--- src/rtl/modbus_frame_tx_ctrl.sv ---
// Modbus RTU frame transmit sequencer: reads a frame byte-by-byte from a buffer,
// drives a UART byte transmitter, then holds the line silent for t3.5 before completing.
module modbus_frame_tx_ctrl #(
  parameter int ADDR_W         = 8,
  parameter int GAP_CYCLES     = 87500,
  parameter int TIMEOUT_CYCLES = 10000
) (
  input  logic              clk_i,
  input  logic              rst_i,
  input  logic              frame_start_i,
  input  logic [ADDR_W-1:0] frame_len_i,
  output logic              rd_en_o,
  output logic [ADDR_W-1:0] rd_addr_o,
  input  logic [7:0]        rd_data_i,
  output logic              tx_start_o,
  output logic [7:0]        tx_data_o,
  input  logic              tx_done_i,
  output logic              busy_o,
  output logic              frame_done_o,
  output logic              frame_err_o
);

  localparam int CNT_MAX = (GAP_CYCLES > TIMEOUT_CYCLES) ? GAP_CYCLES : TIMEOUT_CYCLES;
  localparam int CNT_W   = $clog2(CNT_MAX + 1);
  localparam logic [CNT_W-1:0] GAP_LAST = CNT_W'(GAP_CYCLES - 1);
  localparam logic [CNT_W-1:0] TO_LAST  = CNT_W'(TIMEOUT_CYCLES - 1);

  typedef enum logic [2:0] {IDLE, FETCH, LOAD, WAIT_TX, GAP} state_t;

  state_t            state_q, state_d;
  logic [ADDR_W-1:0] idx_q, idx_d;
  logic [ADDR_W-1:0] len_q, len_d;
  logic [CNT_W-1:0]  cnt_q, cnt_d;
  logic              rd_en_q, rd_en_d;
  logic [ADDR_W-1:0] rd_addr_q, rd_addr_d;
  logic              tx_start_q, tx_start_d;
  logic [7:0]        tx_data_q, tx_data_d;
  logic              busy_q, busy_d;
  logic              done_q, done_d;
  logic              err_q, err_d;

  logic last_byte, to_hit, gap_hit;

  assign last_byte = (idx_q == (len_q - 1'b1));
  assign to_hit    = (cnt_q == TO_LAST);
  assign gap_hit   = (cnt_q == GAP_LAST);

  always_ff @(posedge clk_i or posedge rst_i) begin
    if (rst_i) begin
      state_q    <= IDLE;
      idx_q      <= '0;
      len_q      <= '0;
      cnt_q      <= '0;
      rd_en_q    <= 1'b0;
      rd_addr_q  <= '0;
      tx_start_q <= 1'b0;
      tx_data_q  <= '0;
      busy_q     <= 1'b0;
      done_q     <= 1'b0;
      err_q      <= 1'b0;
    end else begin
      state_q    <= state_d;
      idx_q      <= idx_d;
      len_q      <= len_d;
      cnt_q      <= cnt_d;
      rd_en_q    <= rd_en_d;
      rd_addr_q  <= rd_addr_d;
      tx_start_q <= tx_start_d;
      tx_data_q  <= tx_data_d;
      busy_q     <= busy_d;
      done_q     <= done_d;
      err_q      <= err_d;
    end
  end

  always_comb begin
    state_d = state_q;
    unique case (state_q)
      IDLE:    if (frame_start_i && (frame_len_i != '0)) state_d = FETCH;
      FETCH:   state_d = LOAD;
      LOAD:    state_d = WAIT_TX;
      WAIT_TX: begin
        if (tx_done_i)   state_d = last_byte ? GAP : FETCH;
        else if (to_hit) state_d = IDLE;
      end
      GAP:     if (gap_hit) state_d = IDLE;
      default: state_d = IDLE;
    endcase
  end

  // Read strobe is registered on entry to FETCH so rd_data lands in LOAD.
  always_comb begin
    idx_d      = idx_q;
    len_d      = len_q;
    cnt_d      = cnt_q;
    rd_en_d    = 1'b0;
    rd_addr_d  = rd_addr_q;
    tx_start_d = 1'b0;
    tx_data_d  = tx_data_q;
    busy_d     = busy_q;
    done_d     = 1'b0;
    err_d      = 1'b0;
    unique case (state_q)
      IDLE: begin
        if (frame_start_i) begin
          if (frame_len_i != '0) begin
            len_d     = frame_len_i;
            idx_d     = '0;
            busy_d    = 1'b1;
            rd_en_d   = 1'b1;
            rd_addr_d = '0;
          end else begin
            done_d = 1'b1;
          end
        end
      end
      FETCH: ;
      LOAD: begin
        tx_data_d  = rd_data_i;
        tx_start_d = 1'b1;
        cnt_d      = '0;
      end
      WAIT_TX: begin
        cnt_d = cnt_q + 1'b1;
        if (tx_done_i) begin
          if (last_byte) begin
            cnt_d = '0;
          end else begin
            idx_d     = idx_q + 1'b1;
            rd_en_d   = 1'b1;
            rd_addr_d = idx_q + 1'b1;
          end
        end else if (to_hit) begin
          err_d  = 1'b1;
          busy_d = 1'b0;
        end
      end
      GAP: begin
        cnt_d = cnt_q + 1'b1;
        if (gap_hit) begin
          done_d = 1'b1;
          busy_d = 1'b0;
        end
      end
      default: ;
    endcase
  end

  assign rd_en_o      = rd_en_q;
  assign rd_addr_o    = rd_addr_q;
  assign tx_start_o   = tx_start_q;
  assign tx_data_o    = tx_data_q;
  assign busy_o       = busy_q;
  assign frame_done_o = done_q;
  assign frame_err_o  = err_q;

endmodule

--- config.mk ---
export PLATFORM = sky130hd
export DESIGN_NAME = modbus_frame_tx_ctrl
export DESIGN_NICKNAME = d
export VERILOG_FILES = /design/src/rtl/modbus_frame_tx_ctrl.sv
export SDC_FILE = /design/constraint.sdc
export NUM_CORES = 1
export LEC_CHECK = 0
export ABC_CLOCK_PERIOD_IN_PS = 2600
export BUFFER_PORTS_ARGS = -buffer_cell sky130_fd_sc_hd__buf_4
export CORE_AREA = 2 2 76 78
export CTS_CLUSTER_SIZE = 40
export DETAILED_ROUTE_END_ITERATION = 7
export DIE_AREA = 0 0 78 80
export PLACE_DENSITY_LB_ADDON = 0.08
export SETUP_SLACK_MARGIN = 0.05
export SYNTH_ARGS = -nofsm -noshare
export SYNTH_HDL_FRONTEND = slang
export SYNTH_SLANG_ARGS = --single-unit
--- constraint.sdc ---
create_clock -name clk_i -period 2.6 [get_ports clk_i]
set_clock_uncertainty 0.15 [all_clocks]
set_input_delay 0.52 -clock clk_i [delete_from_list [all_inputs] [get_ports clk_i]]
set_output_delay 0.52 -clock clk_i [all_outputs]
set_load 0.005 [all_outputs]
==> run summary <==
Status: complete, but fails checks
Failing checks: negative setup slack
Area growth syn-to-layout: 29.0%
TritonCTS clock tree: yes
Post-route setup TNS: -28.0 ps
Core area: 5410 sq um
Clock Latency Late Sink: 300 ps
Maxcap violations: 0
CP required: 2680 ps
Largest family of logic cells by synthesized area: simple AND/OR/NAND/NOR gates
Post-synth EDFFs: 0
Setup Viol. Count Final: 3
Synth Area in Compound Gates: 13.8%
Fmax: 383 MHz
# port buffers: 40
Multiplexer share of the synthesized area: 4.83%
CTS buffer count: 5
Static Leakage: 1.49 nW
Ports: 41
Htree depth: 2
1st-pass router iterations: 4
Final worst slack: -14.4 ps
Row count: 27
Via Count: 2321
Final ANT Viol Nets: 0
Crit path max fanout: 7
Antenna violations before repair: 0
Count leader, synth: dfrtp_1
Setup CP Type: reg -> reg
Synth Area in XOR/XNOR: 7.34%
Die footprint: 6240 sq um
Initial DRC count: 140
Chip Width: 78 um
Reg2reg end: rd_addr_o[7]
Power Dens Cells: 954 nW/um^2
Syn avg cell area: 9.25 sq um
Placed insts: 402
Area share of the largest cell type after synthesis: 45.5%
FF+latch count, synth: 49
Via density per instance: 5.54
Post-Layout Cell Count: 419
Rel. slew slack: 66.3%
Syn_nets: 314
Worst Hold Class: in -> async
DRT Wirelength: 6.50 mm
CTS Hold Buffers Added: 0
Cells after Synth: 291
Post-DR wirelength/cell: 15.5 um
CTS root buf: clkbuf_8
Seq/Total Area, Yosys: 45.5%
Dpl ws: -57.9 ps
Critical Path Sink Type: flop
Layout Nets: 369
DRC violations left: 0
Post-synth cell types: 50
Pin count of the biggest net entering global routing: 22
Clock slew at reported path FFs: 90 ps
Detailed Place HPWL: 4.55 mm
Commonest cells in the netlist: 49 x dfrtp_1, 46 x nand2_1, 24 x a21oi_1, 18 x nor2_1, 15 x xnor2_1
Synth Area in Adders: 1.39%
# diodes: 0
Cell taking the most area after synthesis: dfrtp_1
Post-layout min period: 2610 ps
Max Root-Sink Buffers: 2
Die Ht: 80 um
Fin. Hold Viols: 0
Grt ovf: 0
Slew Viols, Final: 0
Worst IR Drop VDD: 0.551 mV
Asr flop ratio synth: 100%
Startpoint types: flop
Reg-to-reg setup timing slack: -10 ps
Initial Util: 49.8%
Ys Warns: 0
RSZ-0062 raised after global routing: true
Most common flop cell mapped by yosys: dfrtp_1
Clock sink total: 49
Reg-to-reg startpoint: len_q[0]
GP Congestion: 0.810
Vias in the first global route: 2273
Cell area after synthesis: 2690 sq um
Critical Path AT: 2700 ps
FF-to-FF path depth: 8
Post-synthesis simple-gate area fraction: 23.7%
Area contributors post-synth: dfrtp_1 46%, nand2_1 6.4%, xnor2_1 4.9%, a21oi_1 4.5%, mux2_2 3.3%
First-pass GRT wire length: 10.7 mm
Actual slew at the worst max-slew pin: 505 ps
Ratio of cells with drive above 1 in the final layout: 33.7%
Final period utilization: 101%
All-Layer GR Usage: 21.8%
critical path, stage by stage (launching register included):
cell	delay (ps)
dfrtp_1	400
inv_2	90
ha_4	130
or3b_4	410
nor3_4	170
xnor3_2	320
a211o_4	390
a2111o_1	420
o21ai_1	70
power breakdown:
| group | switching (W) | internal, W | total [W] |
|---|---|---|---|
| registers | 0.000208 | 0.000960 | 0.00117 |
| clock network | 0.000253 | 0.000192 | 0.000445 |
| logic | 0.000868 | 0.000831 | 0.00170 |
| total | 0.00133 | 0.00198 | 0.00331 |
cells in the final DEF (no fill, tap or decap), types with 2 or more instances in the layout:
cell / Yosys / routed
buf_4: 0 / 56
dfrtp_1: 49 / 49
nand2_1: 46 / 46
nor2_1: 18 / 18
xnor2_1: 15 / 15
a21oi_2: 0 / 15
nand3_1: 12 / 11
nor3_1: 9 / 8
a21oi_1: 24 / 8
mux2_2: 8 / 8
nand4_1: 7 / 7
o21ai_1: 5 / 6
buf_6: 1 / 6
nand2b_1: 5 / 5
xor2_1: 5 / 5
inv_1: 8 / 5
clkbuf_8: 0 / 5
nor2b_1: 4 / 4
nor4_1: 6 / 4
and2_1: 5 / 4
and3_1: 4 / 4
mux2i_1: 4 / 4
a31oi_1: 3 / 3
inv_2: 0 / 3
o21ai_0: 5 / 3
a2111o_1: 3 / 3
nor3_4: 0 / 2
nor3b_1: 2 / 2
nand3b_1: 2 / 2
a21boi_0: 2 / 2
ha_1: 3 / 2
repair_timing:
item,4_1_cts,5_1_grt
pin swaps,6,19
gates cloned,1,0
buffers inserted,5,3
setup endpoints to repair,18,28
gates resized for setup,18,34
routing by layer:
layer | wire length [um] | share of wire (%) | GRT usage [%] | vias to the layer above
met2 | 3440 | 53 | 38.1 | 45
met1 | 2760 | 42 | 27.6 | 1133
met3 | 200 | 3.1 | 2.71 | 9
met4 | 107 | 1.6 | 8.60 | 0
li1 | - | - | - | 1134
met5 | 0 | 0 | 0 | -
stage by stage:
stage / hold WS [ps] / utilization (%) / total power, W / area, sq um
detailed placement: 338 / 57.7 / 0.00246 / 3120
global placement: 336 / 57.7 / 0.00243 / 3120
finish: 71.9 / 64.3 / 0.00331 / 3470
floorplan: 315 / - / 0.00200 / 2690
CTS: 86.7 / 61.6 / 0.00313 / 3330
global route: 90.5 / 64.3 / 0.00355 / 3470
cell families after synthesis:
logic type                 count (synthesis)
DFF                                       49
muxes                                     12
xor gates and xnor gates                  21
adders and majority gates                  3
and+or+nand+nor                          127
AOI/OAI and AO/OA                         57
buffers and inverters                     22
flip-flops by register name, indices dropped and copies added, names as in the netlist:
register / flops
busy_o: 1
tx_start_o: 1
frame_done_o: 1
state_q: 3
rd_addr_o: 8
tx_data_o: 8
rd_en_o: 1
cnt_q: 17
frame_err_o: 1
len_q: 8
worst max path at each step:
stage	depth (start not counted)	endpoint	from
2_1_floorplan	9	rd_addr_o[3]	len_q[0]
5_1_grt	8	cnt_q[2]	len_q[0]
3_3_place_gp	8	cnt_q[2]	len_q[1]
4_1_cts	10	rd_addr_o[2]	len_q[0]
6_report	8	rd_addr_o[7]	len_q[0]
3_5_place_dp	8	cnt_q[2]	len_q[1]
final cells by class:
type | count | area [sq um]
timing repair buffer | 62 | 488
clock buffer | 6 | 72.6
tap | 72 | 90.1
clock inverter | 2 | 13.8
multi-input combinational | 220 | 1550
fill | 471 | 1930
inverter | 8 | 30.0
sequential | 49 | 1230
Note: power is estimated with default switching activity, not from simulation.
